<file path="config.mk">
export PLATFORM = sky130hd
export DESIGN_NAME = logic_arb_flat
export DESIGN_NICKNAME = d
export VERILOG_FILES = /design/src/rtl/logic_arb_pkg.sv /design/src/rtl/logic_arb_if.sv /design/src/rtl/logic_unit.sv /design/src/rtl/logic_arb.sv /design/src/flat_wrapper.sv
export SDC_FILE = /design/constraint.sdc
export NUM_CORES = 1
export LEC_CHECK = 0
export ABC_AREA = 0
export CORE_MARGIN = 8
export CORE_UTILIZATION = 36
export DETAILED_ROUTE_END_ITERATION = 6
export PLACE_DENSITY_LB_ADDON = 0.08
export SLEW_MARGIN = 15
export SYNTH_ARGS = -nofsm -noshare
export SYNTH_HDL_FRONTEND = slang
export SYNTH_SLANG_ARGS = --single-unit
export TNS_END_PERCENT = 5
</file>
<file path="constraint.sdc">
create_clock -name clk -period 2.3 [get_ports clk]
set_input_delay 0.575 -clock clk [delete_from_list [all_inputs] [get_ports clk]]
set_output_delay 0.575 -clock clk [all_outputs]
set_load 0.005 [all_outputs]
</file>
<file path="src/rtl/logic_arb_pkg.sv">
// Shared constants and types for the logic_arb time-shared bitwise logic unit.
package logic_arb_pkg;

  localparam int unsigned N_REQ = 4;

  localparam logic [1:0] OP_NOR  = 2'd0;
  localparam logic [1:0] OP_NAND = 2'd1;
  localparam logic [1:0] OP_XOR  = 2'd2;
  localparam logic [1:0] OP_XNOR = 2'd3;

  typedef enum logic {StIdle, StHold} state_e;

endpackage

</file>
<file path="src/rtl/logic_arb_if.sv">
// Request/response bundle for logic_arb: N_REQ request lanes and one response port.
interface logic_arb_if
  import logic_arb_pkg::*;
#(
  parameter int unsigned WIDTH = 8
);

  logic [N_REQ-1:0]       req_valid;
  logic [N_REQ-1:0]       req_ready;
  logic [2*N_REQ-1:0]     req_op;
  logic [N_REQ*WIDTH-1:0] req_a;
  logic [N_REQ*WIDTH-1:0] req_b;
  logic                   rsp_valid;
  logic                   rsp_ready;
  logic [1:0]             rsp_id;
  logic [WIDTH-1:0]       rsp_data;

  modport master (
    output req_valid, req_op, req_a, req_b, rsp_ready,
    input  req_ready, rsp_valid, rsp_id, rsp_data
  );

  modport slave (
    input  req_valid, req_op, req_a, req_b, rsp_ready,
    output req_ready, rsp_valid, rsp_id, rsp_data
  );

endinterface

</file>
<file path="src/rtl/logic_unit.sv">
// Combinational bitwise unit: NOR, NAND, XOR, XNOR per bit position.
module logic_unit
  import logic_arb_pkg::*;
#(
  parameter int unsigned WIDTH = 8
) (
  input  logic [1:0]       op,
  input  logic [WIDTH-1:0] a,
  input  logic [WIDTH-1:0] b,
  output logic [WIDTH-1:0] y
);

  always_comb begin
    y = '0;
    unique case (op)
      OP_NOR:  y = ~(a | b);
      OP_NAND: y = ~(a & b);
      OP_XOR:  y = a ^ b;
      OP_XNOR: y = ~(a ^ b);
      default: y = '0;
    endcase
  end

endmodule

</file>
<file path="src/rtl/logic_arb.sv">
// Arbitrates N_REQ requesters onto one logic_unit with a single-entry result register.
// Define LOGIC_ARB_FIXED_PRIO_EN for fixed priority (0 highest); default is round-robin.
module logic_arb
  import logic_arb_pkg::*;
#(
  parameter int unsigned WIDTH = 8
) (
  input logic         clk,
  input logic         rst,
  logic_arb_if.slave  bus
);

  state_e           state_q, state_d;
  logic [1:0]       gnt_idx;
  logic             accept;
  logic [1:0]       sel_op;
  logic [WIDTH-1:0] sel_a, sel_b, y;
  logic [1:0]       rsp_id_q;
  logic [WIDTH-1:0] rsp_data_q;

`ifdef LOGIC_ARB_FIXED_PRIO_EN
  always_comb begin
    gnt_idx = '0;
    for (int i = N_REQ - 1; i >= 0; i--) begin
      if (bus.req_valid[i]) gnt_idx = 2'(i);
    end
  end
`else
  logic [1:0] last_grant_q;
  logic [1:0] cand;
  logic       found;

  // Search starts one above the last grant; 2-bit add wraps 3 -> 0.
  always_comb begin
    gnt_idx = '0;
    cand    = '0;
    found   = 1'b0;
    for (int k = 1; k <= N_REQ; k++) begin
      cand = last_grant_q + 2'(k);
      if (!found && bus.req_valid[cand]) begin
        gnt_idx = cand;
        found   = 1'b1;
      end
    end
  end

  always_ff @(posedge clk or posedge rst) begin
    if (rst) begin
      last_grant_q <= 2'd3;
    end else if (accept) begin
      last_grant_q <= gnt_idx;
    end
  end
`endif

  // Ready depends only on valids, state and rsp_ready, never on operands.
  assign accept = (|bus.req_valid) && ((state_q == StIdle) || bus.rsp_ready) && !rst;

  always_comb begin
    bus.req_ready = '0;
    if (accept) bus.req_ready[gnt_idx] = 1'b1;
  end

  assign sel_op = bus.req_op[2*gnt_idx +: 2];
  assign sel_a  = bus.req_a[gnt_idx*WIDTH +: WIDTH];
  assign sel_b  = bus.req_b[gnt_idx*WIDTH +: WIDTH];

  logic_unit #(
    .WIDTH (WIDTH)
  ) u_logic_unit (
    .op (sel_op),
    .a  (sel_a),
    .b  (sel_b),
    .y  (y)
  );

  always_comb begin
    state_d = state_q;
    unique case (state_q)
      StIdle: if (accept) state_d = StHold;
      StHold: if (bus.rsp_ready && !accept) state_d = StIdle;
      default: state_d = StIdle;
    endcase
  end

  always_ff @(posedge clk or posedge rst) begin
    if (rst) begin
      state_q    <= StIdle;
      rsp_id_q   <= '0;
      rsp_data_q <= '0;
    end else begin
      state_q <= state_d;
      if (accept) begin
        rsp_id_q   <= gnt_idx;
        rsp_data_q <= y;
      end
    end
  end

  assign bus.rsp_valid = (state_q == StHold);
  assign bus.rsp_id    = rsp_id_q;
  assign bus.rsp_data  = rsp_data_q;

endmodule
</file>
<file path="src/flat_wrapper.sv">
// flat-port wrapper written by rule: the top's interface ports become plain ports
module logic_arb_flat import logic_arb_pkg::*;
#(
  parameter int unsigned WIDTH = 8
)
  (clk, rst, bus_req_valid, bus_req_op, bus_req_a, bus_req_b, bus_rsp_ready, bus_req_ready, bus_rsp_valid, bus_rsp_id, bus_rsp_data);
  logic_arb_if #(.WIDTH(WIDTH)) bus_i ();
  input logic clk;
  input logic rst;
  input wire logic [$bits(bus_i.req_valid)-1:0] bus_req_valid;
  input wire logic [$bits(bus_i.req_op)-1:0] bus_req_op;
  input wire logic [$bits(bus_i.req_a)-1:0] bus_req_a;
  input wire logic [$bits(bus_i.req_b)-1:0] bus_req_b;
  input wire logic [$bits(bus_i.rsp_ready)-1:0] bus_rsp_ready;
  output wire logic [$bits(bus_i.req_ready)-1:0] bus_req_ready;
  output wire logic [$bits(bus_i.rsp_valid)-1:0] bus_rsp_valid;
  output wire logic [$bits(bus_i.rsp_id)-1:0] bus_rsp_id;
  output wire logic [$bits(bus_i.rsp_data)-1:0] bus_rsp_data;
  assign bus_i.req_valid = bus_req_valid;
  assign bus_i.req_op = bus_req_op;
  assign bus_i.req_a = bus_req_a;
  assign bus_i.req_b = bus_req_b;
  assign bus_i.rsp_ready = bus_rsp_ready;
  assign bus_req_ready = bus_i.req_ready;
  assign bus_rsp_valid = bus_i.rsp_valid;
  assign bus_rsp_id = bus_i.rsp_id;
  assign bus_rsp_data = bus_i.rsp_data;
  logic_arb #(.WIDTH(WIDTH)) u_core (.clk(clk), .rst(rst), .bus(bus_i));
endmodule
</file>
==> impl_metrics.ini, run 1 <==
[pwr]
worst_vdd_drop_mv = 0.321
power.internal_mw = 1.44
leakage_nw = 1.55
p_sw_frac = 0.380
power_frac_comb = 0.752
seqPwrFrac = 0.160
share_clk_of_total_power = 0.088
power.net_switching_mw = 0.879
power_density_over_the_cells_mw_per_mm2 = 714

[clock_network]
cts-buffers-inserted = 3
clockRootBuffer = sky130_fd_sc_hd__clkbuf_8
tritoncts = built
h_tree_depth = 1
clock_latency_ps = 240
cts.sinks = 13
clock_tree.buffer_depth = 2
postCtsHoldBufs = 0
clk_pin_slew_worst_paths_ps = 60

[logic_synthesis]
synth.yosys.warnings = 0
ys_seq_elements = 13
yosys-top-cells-area = sky130_fd_sc_hd__mux2i_1 (23%), sky130_fd_sc_hd__dfrtp_1 (15%), sky130_fd_sc_hd__nand2_1 (13%)
synth_largest_type_area_fraction = 0.230
ys_dominant_reg_cell = sky130_fd_sc_hd__dfrtp_1
synthMostInstantiatedCell = sky130_fd_sc_hd__nand2_1
synth_nets = 324
seq_area_frac_synth = 0.183
post_synth_most_frequent_cells = sky130_fd_sc_hd__nand2_1 (62), sky130_fd_sc_hd__mux2i_1 (41), sky130_fd_sc_hd__and2_1 (16), sky130_fd_sc_hd__ha_1 (16), sky130_fd_sc_hd__inv_1 (14)
async_flop_share = 1.00
post_synth_num_cell_types = 33
avgSynthCellArea_sq_um = 7.81
synth.largest_area_cell = sky130_fd_sc_hd__mux2i_1
synth_enable_flop_cells = 0
mappedNetlistArea_sq_mm = 0.00179
post_synth_inst_count = 229

[floorplan]
io_pins = 94
die-width_um = 86.5
fp-row-count = 25
core_sq_mm = 0.00475
initial_core_util = 0.376
floorplan.die.height_um = 86.5
floorplan.die_area_sq_mm = 0.00748

[timing]
skew_ps = 1.64
finalHoldViolations = 0
rsz_0062_raised_after_global_routing = true
max_freq_mhz = 412
timing.slew.headroom = 0.727
fin_crit_sh = 1.05
finalWorstPathRequiredPeriod_ps = 2430
worst_pin_slew_ps = 409
postLayoutSetupSlackWorst_ps = -126
final_max_slew_viol_count = 0
setup_viol = 11
setup_total_negative_slack_ps = -874

[detailed_routing]
detail_route.first_pass.iterations = 4
routed_via_density = 4.76
detail-route-antenna-nets = 0
first_iter_violations = 41
drc_errors = 0
detailroute.via_count = 1972
route.final.wire_length_um = 5740
wl_per_cell_um = 13.9

[critical_path]
rrSetupSlack_ps = -100
ws_path_type = flip-flop to output pin
worst_ep_required_ps = 1730
worst_r2r_startpoint = u_core.last_grant_q[0]
crit_chain = buf_4 -> mux2i_1 -> o22ai_1 -> or2_4 -> nor3_2 -> clkdlybuf4s15_2
end_kind = output pin
timing.reg2reg.worst_path_depth = 13
rr_endpoint = u_core.bus.rsp_data[3]
crit_path_arrival_time_ps = 1850
critPathLaunchType = flip-flop
slowest_stage = sky130_fd_sc_hd__dfstp_2
max_stage_delay_ps = 540
timing.critical_path.fanout_max = 4

[placement]
hpwl_um = 4290
routabilityCongestion = 0.827
port_buffer_cells = 93
placement.cell_area_sq_mm = 0.00295

[outcome]
failed_checks = negative setup slack
outcome = finished, violations left

[hold_path]
timing.hold.worst_path_depth = 2
min_from = u_core.bus.rsp_data[1]
worstHoldPathType = flip-flop to flip-flop
min_to = u_core.bus.rsp_data[1]

[grt]
grt_pass1_wl_um = 9320
largest_net_degree_at_the_start_of_global_routing = 20
antenna_violations_before_repair = 0
grt.total_usage = 0.152
vias_in_the_first_global_route = 2012
gr-total-overflow = 0

[finish]
fin_area_sq_mm = 0.00325
drive_gt1_frac = 0.193
fin_nets = 443
syn_to_final_growth_pct = 81.5
antenna_cells = 0

[run]
max_capacitance_violation_total = 0
[flip-flops by register name (all words and copies together) (netlist names)]
signal / count
u_core.bus.rsp_data: 8
u_core.bus.rsp_id: 2
u_core.bus.rsp_valid: 1
u_core.last_grant_q: 2
[repair_timing]
item / 4_1_cts / 5_1_grt
gates resized for setup: 53 / 6
endpoints found under the setup margin: 12 / 12
pin swaps: 19 / 9
hold endpoints to repair: 0 / 0
cloned: 3 / 0
buffers inserted: 7 / 1
[area by class of cell]
cell class	instances	area, sq um
fillers	429	1510
multi-input cells	190	1440
repair buffers	126	1290
flip-flops and latches	13	328
well taps	67	83.8
inverters	14	52.6
clock buffers	4	45.0
[layout by cell type (no fill, tap or decap), types with 2 or more instances in the layout]
| cell | count |
|---|---|
| sky130_fd_sc_hd__clkdlybuf4s50_1 | 84 |
| sky130_fd_sc_hd__nand2_1 | 61 |
| sky130_fd_sc_hd__mux2i_1 | 41 |
| sky130_fd_sc_hd__buf_4 | 22 |
| sky130_fd_sc_hd__and2_1 | 15 |
| sky130_fd_sc_hd__inv_1 | 13 |
| sky130_fd_sc_hd__ha_1 | 13 |
| sky130_fd_sc_hd__dfrtp_1 | 11 |
| sky130_fd_sc_hd__xor2_1 | 8 |
| sky130_fd_sc_hd__o221ai_1 | 8 |
| sky130_fd_sc_hd__a31oi_1 | 4 |
| sky130_fd_sc_hd__buf_12 | 4 |
| sky130_fd_sc_hd__nand2b_4 | 3 |
| sky130_fd_sc_hd__nor2_1 | 3 |
| sky130_fd_sc_hd__a21oi_1 | 3 |
| sky130_fd_sc_hd__ha_2 | 3 |
| sky130_fd_sc_hd__clkbuf_8 | 3 |
| sky130_fd_sc_hd__buf_16 | 3 |
| sky130_fd_sc_hd__buf_2 | 3 |
| sky130_fd_sc_hd__clkdlybuf4s15_2 | 3 |
| sky130_fd_sc_hd__buf_6 | 3 |
| sky130_fd_sc_hd__nor2_4 | 2 |
| sky130_fd_sc_hd__o21a_1 | 2 |
| sky130_fd_sc_hd__nor3_1 | 2 |
| sky130_fd_sc_hd__buf_8 | 2 |
| sky130_fd_sc_hd__dfstp_2 | 2 |
[power by group through the flow]
stage	Combinational [mW]	Sequential (mW)	Clock, mW
2_1_floorplan	0.968	0.380	0
3_3_place_gp	1.48	0.372	0
3_5_place_dp	1.49	0.376	0
4_1_cts	1.74	0.370	0.204
5_1_grt	1.91	0.383	0.221
6_report	1.74	0.371	0.203
[worst max-delay path by stage]
stage          cells after the start                     end                    from  slack [ps]
2_1_floorplan                     11  u_core.bus.rsp_data[0]        bus_req_valid[1]        -100
3_3_place_gp                       5        bus_req_ready[0]        bus_req_valid[1]        -680
3_5_place_dp                       7        bus_req_ready[2]        bus_req_valid[1]        -700
4_1_cts                           12  u_core.bus.rsp_data[5]  u_core.last_grant_q[1]        -120
5_1_grt                           12  u_core.bus.rsp_data[5]  u_core.last_grant_q[0]        -230
6_report                           6        bus_req_ready[0]  u_core.last_grant_q[1]        -130
[stage by stage]
step / util / cells / hold WS, ps / setup WS (ps) / power (mW)
6_report: 0.683 / 414 / 486 / -126 / 2.32
5_1_grt: 0.683 / 414 / 514 / -233 / 2.52
4_1_cts: 0.678 / 413 / 482 / -121 / 2.31
3_5_place_dp: 0.619 / 399 / 470 / -700 / 1.87
3_3_place_gp: 0.619 / 399 / 467 / -676 / 1.85
2_1_floorplan: - / 229 / 458 / -97.2 / 1.35
[routing by layer]
| metal | wire length, um | up-vias | GRT usage |
|---|---|---|---|
| li1 | - | 1019 | - |
| met1 | 2380 | 880 | 0.176 |
| met2 | 2960 | 69 | 0.276 |
| met3 | 344 | 4 | 0.0284 |
| met4 | 55 | 0 | 0.0423 |
| met5 | 0 | - | 0 |
[cell families after synthesis]
| family | Yosys count | share of synthesized area |
|---|---|---|
| AO/OA/AOI/OAI | 29 | 0.128 |
| XOR/XNOR | 8 | 0.0392 |
| adder cells (fa/ha/maj) | 16 | 0.112 |
| buffers and inverters | 26 | 0.0665 |
| flip-flops | 13 | 0.183 |
| multiplexers | 41 | 0.230 |
| AND/OR/NAND/NOR | 96 | 0.241 |
[critical path: cells and delay by family (launching register included)]
kind	cells	cell delay [ps]
AOI/OAI and AO/OA	1	120
muxes	1	180
and+or+nand+nor	2	430
DFF	1	540
buffers and inverters	2	340
(Power assumes the default switching activity.)
==> run 2, diff against run 1 <==
--- a/config.mk
+++ b/config.mk
@@ -9,6 +9,7 @@
 export CORE_MARGIN = 8
 export CORE_UTILIZATION = 36
 export DETAILED_ROUTE_END_ITERATION = 6
+export GPL_TIMING_DRIVEN = 1
 export PLACE_DENSITY_LB_ADDON = 0.08
 export SLEW_MARGIN = 15
 export SYNTH_ARGS = -nofsm -noshare
==> results of run 2 <==
Final layout, timing and power as in run 1 (identical DEF).
==> run 3, diff against run 2 <==
--- a/config.mk
+++ b/config.mk
@@ -11,6 +11,7 @@
 export DETAILED_ROUTE_END_ITERATION = 6
 export GPL_TIMING_DRIVEN = 1
 export PLACE_DENSITY_LB_ADDON = 0.08
+export SKIP_CTS_REPAIR_TIMING = 1
 export SLEW_MARGIN = 15
 export SYNTH_ARGS = -nofsm -noshare
 export SYNTH_HDL_FRONTEND = slang
==> impl_metrics.ini, run 3 (synthesis results as in run 1) <==
[detailed_routing]
wl_per_cell_um = 14.1
drc_errors = 0
detail-route-antenna-nets = 0
route.final.wire_length_um = 5820
routed_via_density = 4.82
first_iter_violations = 65
detail_route.first_pass.iterations = 4
detailroute.via_count = 1987

[pwr]
leakage_nw = 1.56
totalPowerFinal_mw = 2.26
worst_vdd_drop_mv = 0.339
power_density_over_the_cells_mw_per_mm2 = 702

[finish]
finalCoreUtilization = 0.677
fin_area_sq_mm = 0.00322
antenna_cells = 0
fin_nets = 441
syn_to_final_growth_pct = 80.1
post_layout_nonfiller_instances = 412
most-common-layout-cells = sky130_fd_sc_hd__clkdlybuf4s50_1 (84), sky130_fd_sc_hd__nand2_1 (61), sky130_fd_sc_hd__mux2i_1 (41)
mostFrequentLayoutCell = sky130_fd_sc_hd__clkdlybuf4s50_1
drive_gt1_frac = 0.194
filler_cell_count = 432
largest_register_ffs = 8

[placement]
hpwl_um = 4290
pre_cts_ws_ps = -700
port_buffer_cells = 93
routabilityCongestion = 0.827
post-place-cells = 399
placement.cell_area_sq_mm = 0.00295

[critical_path]
rr_endpoint = u_core.bus.rsp_data[7]
ws_path_type = input port to output pin
worst_r2r_startpoint = u_core.last_grant_q[0]
end_kind = output pin
worst_ep_required_ps = 1730
rrSetupSlack_ps = -40
crit_path_arrival_time_ps = 1820
timing.reg2reg.worst_path_depth = 12
critPathLaunchType = input port
timing.critical_path.fanout_max = 5

[clock_network]
h_tree_depth = 1
clk_pin_slew_worst_paths_ps = 50
clock_latency_ps = 240
tritoncts = built
clock_tree.buffer_depth = 2
clockRootBuffer = sky130_fd_sc_hd__clkbuf_8
cts-buffers-inserted = 3
cts.sinks = 13

[grt]
grt_pass1_wl_um = 8360
gr-total-overflow = 0
antenna_violations_before_repair = 0
largest_net_degree_at_the_start_of_global_routing = 21
vias_in_the_first_global_route = 1883
grt.total_usage = 0.134

[timing]
timing.hold.ws_ps = 385
skew_ps = 2.16
postLayoutSetupSlackWorst_ps = -92.4
setup_total_negative_slack_ps = -288
rsz_0062_raised_after_global_routing = true
timing.slew.headroom = 0.721
setup_viol = 9
worst_pin_slew_ps = 417
final_max_slew_viol_count = 0
fin_crit_sh = 1.04
finalWorstPathRequiredPeriod_ps = 2390
finalHoldViolations = 0
max_freq_mhz = 418

[floorplan]
fp-row-count = 25
floorplan.die.height_um = 86.5
io_pins = 94
floorplan.die_area_sq_mm = 0.00748
initial_core_util = 0.376
die-width_um = 86.5
core_sq_mm = 0.00475

[outcome]
failed_checks = negative setup slack
outcome = finished, violations left

[hold_path]
worstHoldPathType = input port to asynchronous set/reset pin

[run]
max_capacitance_violation_total = 0
-- run 3: layout make-up --
cell class              instances  area [sq um]  area share
multi-input cells             191          1460       0.453
repair buffers                123          1250       0.389
flip-flops and latches         13           328       0.102
well taps                      67          83.8      0.0260
inverters                      14          52.6      0.0163
clock buffers                   4          45.0      0.0140
-- run 3: worst max-delay path by stage --
stage,startpoint,end,slack (ps)
2_1_floorplan,bus_req_valid[1],u_core.bus.rsp_data[0],-100
3_3_place_gp,bus_req_valid[1],bus_req_ready[0],-680
3_5_place_dp,bus_req_valid[1],bus_req_ready[2],-700
4_1_cts,bus_req_valid[1],bus_req_ready[2],-760
5_1_grt,u_core.last_grant_q[0],u_core.bus.rsp_data[3],-190
6_report,bus_req_valid[1],bus_req_ready[1],-90
-- run 3: routing by layer --
| metal | GRT usage | wire (um) | vias to the layer above |
|---|---|---|---|
| met3 | 0.0284 | 420 | 8 |
| li1 | - | - | 1017 |
| met4 | 0.0423 | 86 | 0 |
| met2 | 0.226 | 2940 | 77 |
| met1 | 0.163 | 2370 | 885 |
| met5 | 0 | 0 | - |
-- run 3: critical path, cell delays in order --
cell and delay, ps:
sky130_fd_sc_hd__buf_8 80, sky130_fd_sc_hd__buf_4 120, sky130_fd_sc_hd__or3b_4 390, sky130_fd_sc_hd__and3_4 230
sky130_fd_sc_hd__buf_4 140, sky130_fd_sc_hd__nor3_2 150, sky130_fd_sc_hd__buf_2 130
-- run 3: where the power goes --
part / internal, mW / switching (mW)
registers: 0.322 / 0.0513
logic: 0.942 / 0.742
clock network: 0.122 / 0.0797
total: 1.39 / 0.873
